### config.mk
export PLATFORM = sky130hd
export DESIGN_NAME = seq_frame_scanner
export DESIGN_NICKNAME = d
export VERILOG_FILES = /design/src/rtl/seq_frame_scanner.sv
export SDC_FILE = /design/constraint.sdc
export NUM_CORES = 1
export LEC_CHECK = 0
export CAP_MARGIN = 20
export CELL_PAD_IN_SITES_DETAIL_PLACEMENT = 0
export CELL_PAD_IN_SITES_GLOBAL_PLACEMENT = 2
export CORE_MARGIN = 2
export CORE_UTILIZATION = 31
export CTS_CLUSTER_SIZE = 8
export DETAILED_ROUTE_END_ITERATION = 8
export HOLD_SLACK_MARGIN = 0.05
export PLACE_DENSITY_LB_ADDON = 0.3
export SYNTH_ARGS = -nofsm -noshare
export SYNTH_HDL_FRONTEND = slang
export SYNTH_SLANG_ARGS = --single-unit
### constraint.sdc
create_clock -name clk -period 2.3 [get_ports clk]
set_input_delay 0.46 -clock clk [delete_from_list [all_inputs] [get_ports clk]]
set_output_delay 0.46 -clock clk [all_outputs]
set_load 0.005 [all_outputs]
### src/rtl/seq_frame_scanner.sv
// seq_frame_scanner
//   Byte-stream front end for a serial "1011" Moore pattern detector.
//   Bytes arrive over a valid/ready handshake and are shifted MSB-first
//   into the detector, one bit per clock. The detector is cleared at each
//   frame start, detections are counted per frame (saturating), and a
//   one-cycle done pulse marks the final count.
//
// Ports:
//   clk, rst     - clock, synchronous active-high reset
//   in_valid     - byte available on in_data
//   in_data      - byte to scan, bit 7 first
//   in_last      - this byte ends the frame (qualified by in_valid)
//   in_ready     - block accepts a byte this cycle
//   ovl_mode     - 1 overlapping / 0 non-overlapping, latched at frame start
//   match_pulse  - one-cycle pulse per detection
//   match_count  - detections in current/last frame, saturating
//   busy         - frame in progress
//   done         - one-cycle pulse, match_count final
module seq_frame_scanner #(
    parameter int CNT_W = 8
) (
    input  logic             clk,
    input  logic             rst,
    input  logic             in_valid,
    input  logic [7:0]       in_data,
    input  logic             in_last,
    output logic             in_ready,
    input  logic             ovl_mode,
    output logic             match_pulse,
    output logic [CNT_W-1:0] match_count,
    output logic             busy,
    output logic             done
);

    typedef enum logic [2:0] {
        ST_IDLE,
        ST_SHIFT,
        ST_WAIT,
        ST_FLUSH,
        ST_DONE
    } state_t;

    typedef enum logic [2:0] {
        S0,
        S1,
        S2,
        S3,
        S4
    } det_t;

    state_t     state, state_n;
    det_t       det, det_n;
    logic [7:0] shreg;
    logic [2:0] idx;
    logic       last_l;
    logic       ovl_l;
    logic       bit_applied;
    logic       load;
    logic       apply;
    logic       frame_start;
    logic       bit_in;
    logic       det_event;

    assign bit_in      = shreg[3'd7 - idx];
    assign frame_start = (state == ST_IDLE) && in_valid;
    // Detection is visible only in the cycle right after the bit that
    // reached S4, so holding in WAIT cannot count the same match twice.
    assign det_event   = (det == S4) && bit_applied;
    assign match_pulse = det_event;
    assign busy        = (state != ST_IDLE);
    assign done        = (state == ST_DONE);

    always_comb begin
        state_n  = state;
        in_ready = 1'b0;
        load     = 1'b0;
        apply    = 1'b0;
        case (state)
            ST_IDLE: begin
                in_ready = 1'b1;
                if (in_valid) begin
                    load    = 1'b1;
                    state_n = ST_SHIFT;
                end
            end
            ST_SHIFT: begin
                apply = 1'b1;
                if (idx == 3'd7) begin
                    if (last_l) begin
                        state_n = ST_FLUSH;
                    end else begin
                        in_ready = 1'b1;
                        if (in_valid) load = 1'b1;
                        else          state_n = ST_WAIT;
                    end
                end
            end
            ST_WAIT: begin
                in_ready = 1'b1;
                if (in_valid) begin
                    load    = 1'b1;
                    state_n = ST_SHIFT;
                end
            end
            ST_FLUSH: state_n = ST_DONE;
            ST_DONE:  state_n = ST_IDLE;
            default:  state_n = ST_IDLE;
        endcase
    end

    always_comb begin
        det_n = S0;
        case (det)
            S0:      det_n = bit_in ? S1 : S0;
            S1:      det_n = bit_in ? S1 : S2;
            S2:      det_n = bit_in ? S3 : S0;
            S3:      det_n = bit_in ? S4 : S2;
            S4:      det_n = bit_in ? S1 : (ovl_l ? S2 : S0);
            default: det_n = S0;
        endcase
    end

    always_ff @(posedge clk) begin
        if (rst) begin
            state       <= ST_IDLE;
            det         <= S0;
            shreg       <= '0;
            idx         <= '0;
            last_l      <= 1'b0;
            ovl_l       <= 1'b0;
            bit_applied <= 1'b0;
            match_count <= '0;
        end else begin
            state       <= state_n;
            bit_applied <= apply;

            // A reload at idx==7 also applies the old byte's last bit;
            // the index restart takes priority over the increment.
            if (load) begin
                shreg  <= in_data;
                idx    <= '0;
                last_l <= in_last;
            end else if (apply) begin
                idx <= idx + 3'd1;
            end

            if (frame_start) begin
                ovl_l       <= ovl_mode;
                det         <= S0;
                match_count <= '0;
            end else begin
                if (apply) det <= det_n;
                if (det_event && (match_count != '1))
                    match_count <= match_count + CNT_W'(1);
            end
        end
    end

endmodule

# [Word-level counts from Yosys, hierarchy flattened]
# Cells that the tools add are included.
[classes] n_addsub=3 n_lt_le_gt_ge=1 eq_ne=13 mux=22 reduce_logical=10
[ops] op="$mux 3" n=5
[ops] op="$pmux 3 s5" n=1
[ops] op="$eq 3x2->1 const B" n=4
[ops] op="$eq 3x3->1 const B" n=3
[ops] op="$pmux 3 s3" n=1
[ops] op="$add 8x1->8 const B" n=1
[ops] op="$mux 1" n=8
[ops] op="$mux 2" n=4
[ops] op="$ne 8x8->1 const B" n=1
[ops] op="$eq 3x1->1 const B" n=2
[ops] op="$logic_not 3->1" n=2
[ops] op="$reduce_or 2->1" n=3
[ops] op="$lt 3x4->1 const B" n=1
[ops] op="$pmux 1 s2" n=2
[ops] op="$add 3x1->3 const B" n=1
[ops] op="$bmux 1 s3" n=1
[ops] op="$logic_and 1x1->1" n=3
[ops] op="$ne 3x3->1 const B" n=1
[ops] op="$reduce_and 3->1" n=1
[ops] op="$reduce_bool 3->1" n=1
[ops] op="$sub 3x3->3 const A" n=1
[ops] op="$ne 2x1->1 const B" n=1
[ops] op="$ne 2x2->1 const B" n=1
[word_totals] register_bits=28 inputBits=13 output_inout_bits=12 wordCells=57

# [Logic depth before layout (Yosys ltp)]
# Gate-level depths: netlist (run 1).
[depth] ltp_word=5 depth_mapped=7 ltp_nobuf=6

# [Least setup slack after synthesis (run 1)]
# Ideal clock, no wire load.
[synth_timing] path_type="register to register" startpoint="reg idx[0]" endpoint="reg shreg[1]" setup_time_ns=0.128 arrival_ns=1.882 t_required_ns=2.172 path_slack_ns=0.291 stages_incl_launch_ff=8 path_buffers=1 synth_period_minus_slack_ns=2.009 path_cell_list="dfxtp_1 -> ha_1 -> ha_1 -> or3b_2 -> a21oi_1 -> buf_4 -> mux2i_1 -> nor2_1"
[synth_between] elab_chain_len=3
[synth_lines] element="from (decl)" line="54" text="logic [2:0] idx;"
[synth_lines] element="from (signal assigned)" line="144" text="idx <= idx + 3'd1;"
[synth_lines] element="$eq 3x3->1" line="88" text="if (idx == 3'd7) begin"
[synth_lines] element="$mux 1" line="88"
[synth_lines] element="$pmux 1 s2" line="78" text="case (state)"
[synth_lines] element="to (signal assigned)" line="140" text="shreg <= in_data;"
[synth_lines] element="to (decl)" line="53" text="logic [7:0] shreg;"
# No other way between the ends.
# A chain may end at the register's enable or synchronous reset.

# [Final worst setup path (run 1)]
[layout_timing] startpoint="reg idx[0]" endpoint="out in_ready"
[layout_between] elab_chain_len=3
[layout_lines] element="$eq 3x3->1" line="88"
[layout_lines] element="$mux 1" line="88"
[layout_lines] element="$pmux 1 s2" line="78"
[layout_lines] element="to (decl)" line="27" text="output logic in_ready,"
# No other way between the ends.

==> reports/qor.csv, run 1 <==
metric;value;unit
vias per cell;4.798;
CP Capture Type;output port;
Die ar.;4719;um2
Final Hold Viols;0;
initial antenna violation count;0;
NumNets Final;180;
hpwl dp;1927;um
Max Slew Vio Count;0;
Min-Delay Path Depth;2;
GRT Overall Usage;12.46;%
Max Fclk;0.4641;GHz
crit path time final;2155;ps
TritonCTS clock tree;built;
origin of the critical flop-to-flop path;idx[0];
commonest non-fill, non-tap cell in the layout;dfxtp_1;
Clock Sinks;28;
Ys Warns;0;
Final Skew;2.591;ps
Crit path arrival time;1690;ps
Power per Cell Area;546.1;nW/um2
Setup Viol. Count Final;0;
P&R area growth vs syn;29.51;%
clk root buf;clkbuf_8;
Cell variety after synth;35;
diode count;0;
Worst path max stage delay;390;ps
crit-path max FO;3;
I/O Buffers;24;
commonest non-fill, non-tap cells in the layout;26 x dfxtp_1, 23 x clkdlybuf4s50_1, 20 x nor2_1;
largest net degree at the start of global routing;16;
syn nets;152;
Setup TNS;0;ps
max_cap viols;0;
reg-to-reg endpoint;det[1];
core area;4000;um2
VDD IR max;0.0002124;V
Syn Inst Count;136;
register bit total from synthesis;28;
Die Wd;68.70;um
crit path kind;reg2out;
relative max-transition margin;72.60;%
clock-pin slew on the worst setup and hold paths;90;ps
Clock Latency Late Sink;280;ps
Worst Tran Pin Value;405.5;ps
DR iter-0 viols;39;
total grt overflow;0;
CTS max path bufs;2;
Hold Crit Class;reg2reg;
Crit path required time;1840;ps
Worst setup SP type;flip-flop;
FP Rows;23;
HP Start;shreg[0];
cts repair resizes;4;
Seq/Total Area, Yosys;43.20;%
hold_buf cts;0;
Leak Pwr;0.6422;nW
fin crit share;93.68;%
post-route insts no fill;213;
TritonCTS Buffers;3;
Slowest cell on crit path;or3b_4;
first-pass GRT wire length;4388;um
Register-to-Register Path Depth;5;
syn_area_per_cell;9.540;um2
Mapped Area;1297;um2
status;finished, final reports clean;
r2r setup slk;350;ps
Fillers;403;
RSZ-0062 raised after global routing;false;
vias in the first global route;991;
via count;1022;
post-CTS setup buffers;0;
# IOs;25;
DRC Markers;0;
total routed wirelength;2599;um
Core Util, Final;42.01;%
DR WL/cell;12.20;um
Initial Utilization;32.44;%
DP Cell Count;209;
gpl congestion;0.7057;
htree depth;1;
Die Height;68.70;um
crit-path cells;ha_1, ha_2, or3b_4, a21oi_2, dlygate4sd2_1;
drt pass-1 iters;3;
worst hold endpoint;shreg[0];
antenna-violating nets left;0;
layout cells sized above 1;12.27;%
-- critical path: cells and delay by family, from the launching register on --
family | cells | cell delay [ps]
AOI/OAI and AO/OA | 1 | 130
adders and majority gates | 2 | 320
buffers and inverters | 1 | 240
DFF | 1 | 340
and+or+nand+nor | 1 | 390
-- metal layers --
layer | wire length, um | vias up | track usage [%]
li1 | - | 543 | -
met2 | 1148 | 13 | 19.59
met3 | 87 | 5 | 2.435
met4 | 54 | 0 | 5.882
met1 | 1309 | 461 | 16.38
met5 | 0 | - | 0
-- Yosys cell counts --
master,count,area (um2)
dfxtp_1,28,560.5
nor2_1,20,75.07
mux2i_1,12,120.1
nor3_1,8,40.04
nand2_1,7,26.28
xor2_1,7,61.31
a21oi_1,6,30.03
clkbuf_1,6,22.52
o21ai_0,4,20.02
ha_1,3,37.54
nand2b_1,3,18.77
and3_1,2,12.51
mux4_1,2,52.55
nand4_1,2,12.51
nor2b_1,2,12.51
o2111ai_1,2,17.52
o211ai_1,2,15.01
or3_1,2,12.51
or3b_2,2,17.52
a2111oi_0,1,8.760
a211oi_1,1,7.510
a22oi_1,1,7.510
a31oi_1,1,6.260
a41oi_1,1,8.760
and2_1,1,6.260
buf_4,1,7.510
inv_1,1,3.750
mux2_4,1,15.01
nand3_1,1,5.000
nand4b_1,1,8.760
nor3b_1,1,7.510
nor4bb_1,1,10.01
o211ai_2,1,12.51
or2_2,1,6.260
or4_4,1,11.26
-- stage by stage --
step	worst slack, ps	hold slack [ps]	cell area [um2]	power, mW
floorplan	290.6	451.4	1297	0.5764
global placement	89.56	470.7	1615	0.6171
detailed placement	53.39	489.8	1615	0.6194
CTS	24.84	513.9	1674	0.9314
global route	19.97	533.9	1680	0.9619
finish	145.3	500.2	1680	0.9177
-- flip-flops by register name, summed over array words and instances (netlist names) --
register and count:
state 3, ovl_l 1, shreg 8, last_l 1
det 3, bit_applied 1, match_count 8, idx 3
-- kinds of logic after synthesis --
group	share of synthesized area, %
compound gates	10.32
xor+xnor	4.725
fa+ha+maj	2.893
buf+inv	2.603
flops	43.20
mux	14.46
simple gates	21.79
-- report_power, final --
part,switching [mW],internal [mW],leakage (nW),total (mW)
clock,0.157,0.154,0.0288,0.311
sequential,0.0108,0.500,0.229,0.511
combinational,0.0411,0.0548,0.385,0.0959
total,0.209,0.708,0.642,0.918
-- worst max-delay path by stage --
stage	cells after the start	start	slack, ps	endpoint
after floorplan	7	idx[0]	290	shreg[1]
after global placement	5	idx[0]	90	in_ready
after detailed placement	5	idx[0]	50	in_ready
after CTS	5	idx[0]	20	in_ready
after global routing	2	det[2]	20	match_pulse
final	5	idx[0]	150	in_ready
-- area by class of cell --
type	count	area [um2]	area share (%)
multi-input combinational	100	711.9	42.37
sequential	28	563.0	33.51
timing repair buffer	30	284.0	16.90
tap	50	62.56	3.723
clock buffer	4	55.05	3.276
inverter	1	3.754	0.2234
Note: power is estimated with default switching activity, not from simulation.
==> run 2: changes to the inputs <==
--- a/config.mk
+++ b/config.mk
@@ -5,7 +5,6 @@
 export SDC_FILE = /design/constraint.sdc
 export NUM_CORES = 1
 export LEC_CHECK = 0
-export CAP_MARGIN = 20
 export CELL_PAD_IN_SITES_DETAIL_PLACEMENT = 0
 export CELL_PAD_IN_SITES_GLOBAL_PLACEMENT = 2
 export CORE_MARGIN = 2
==> results of run 2 <==
The final DEF is identical to that of run 1; final timing and power are the same.
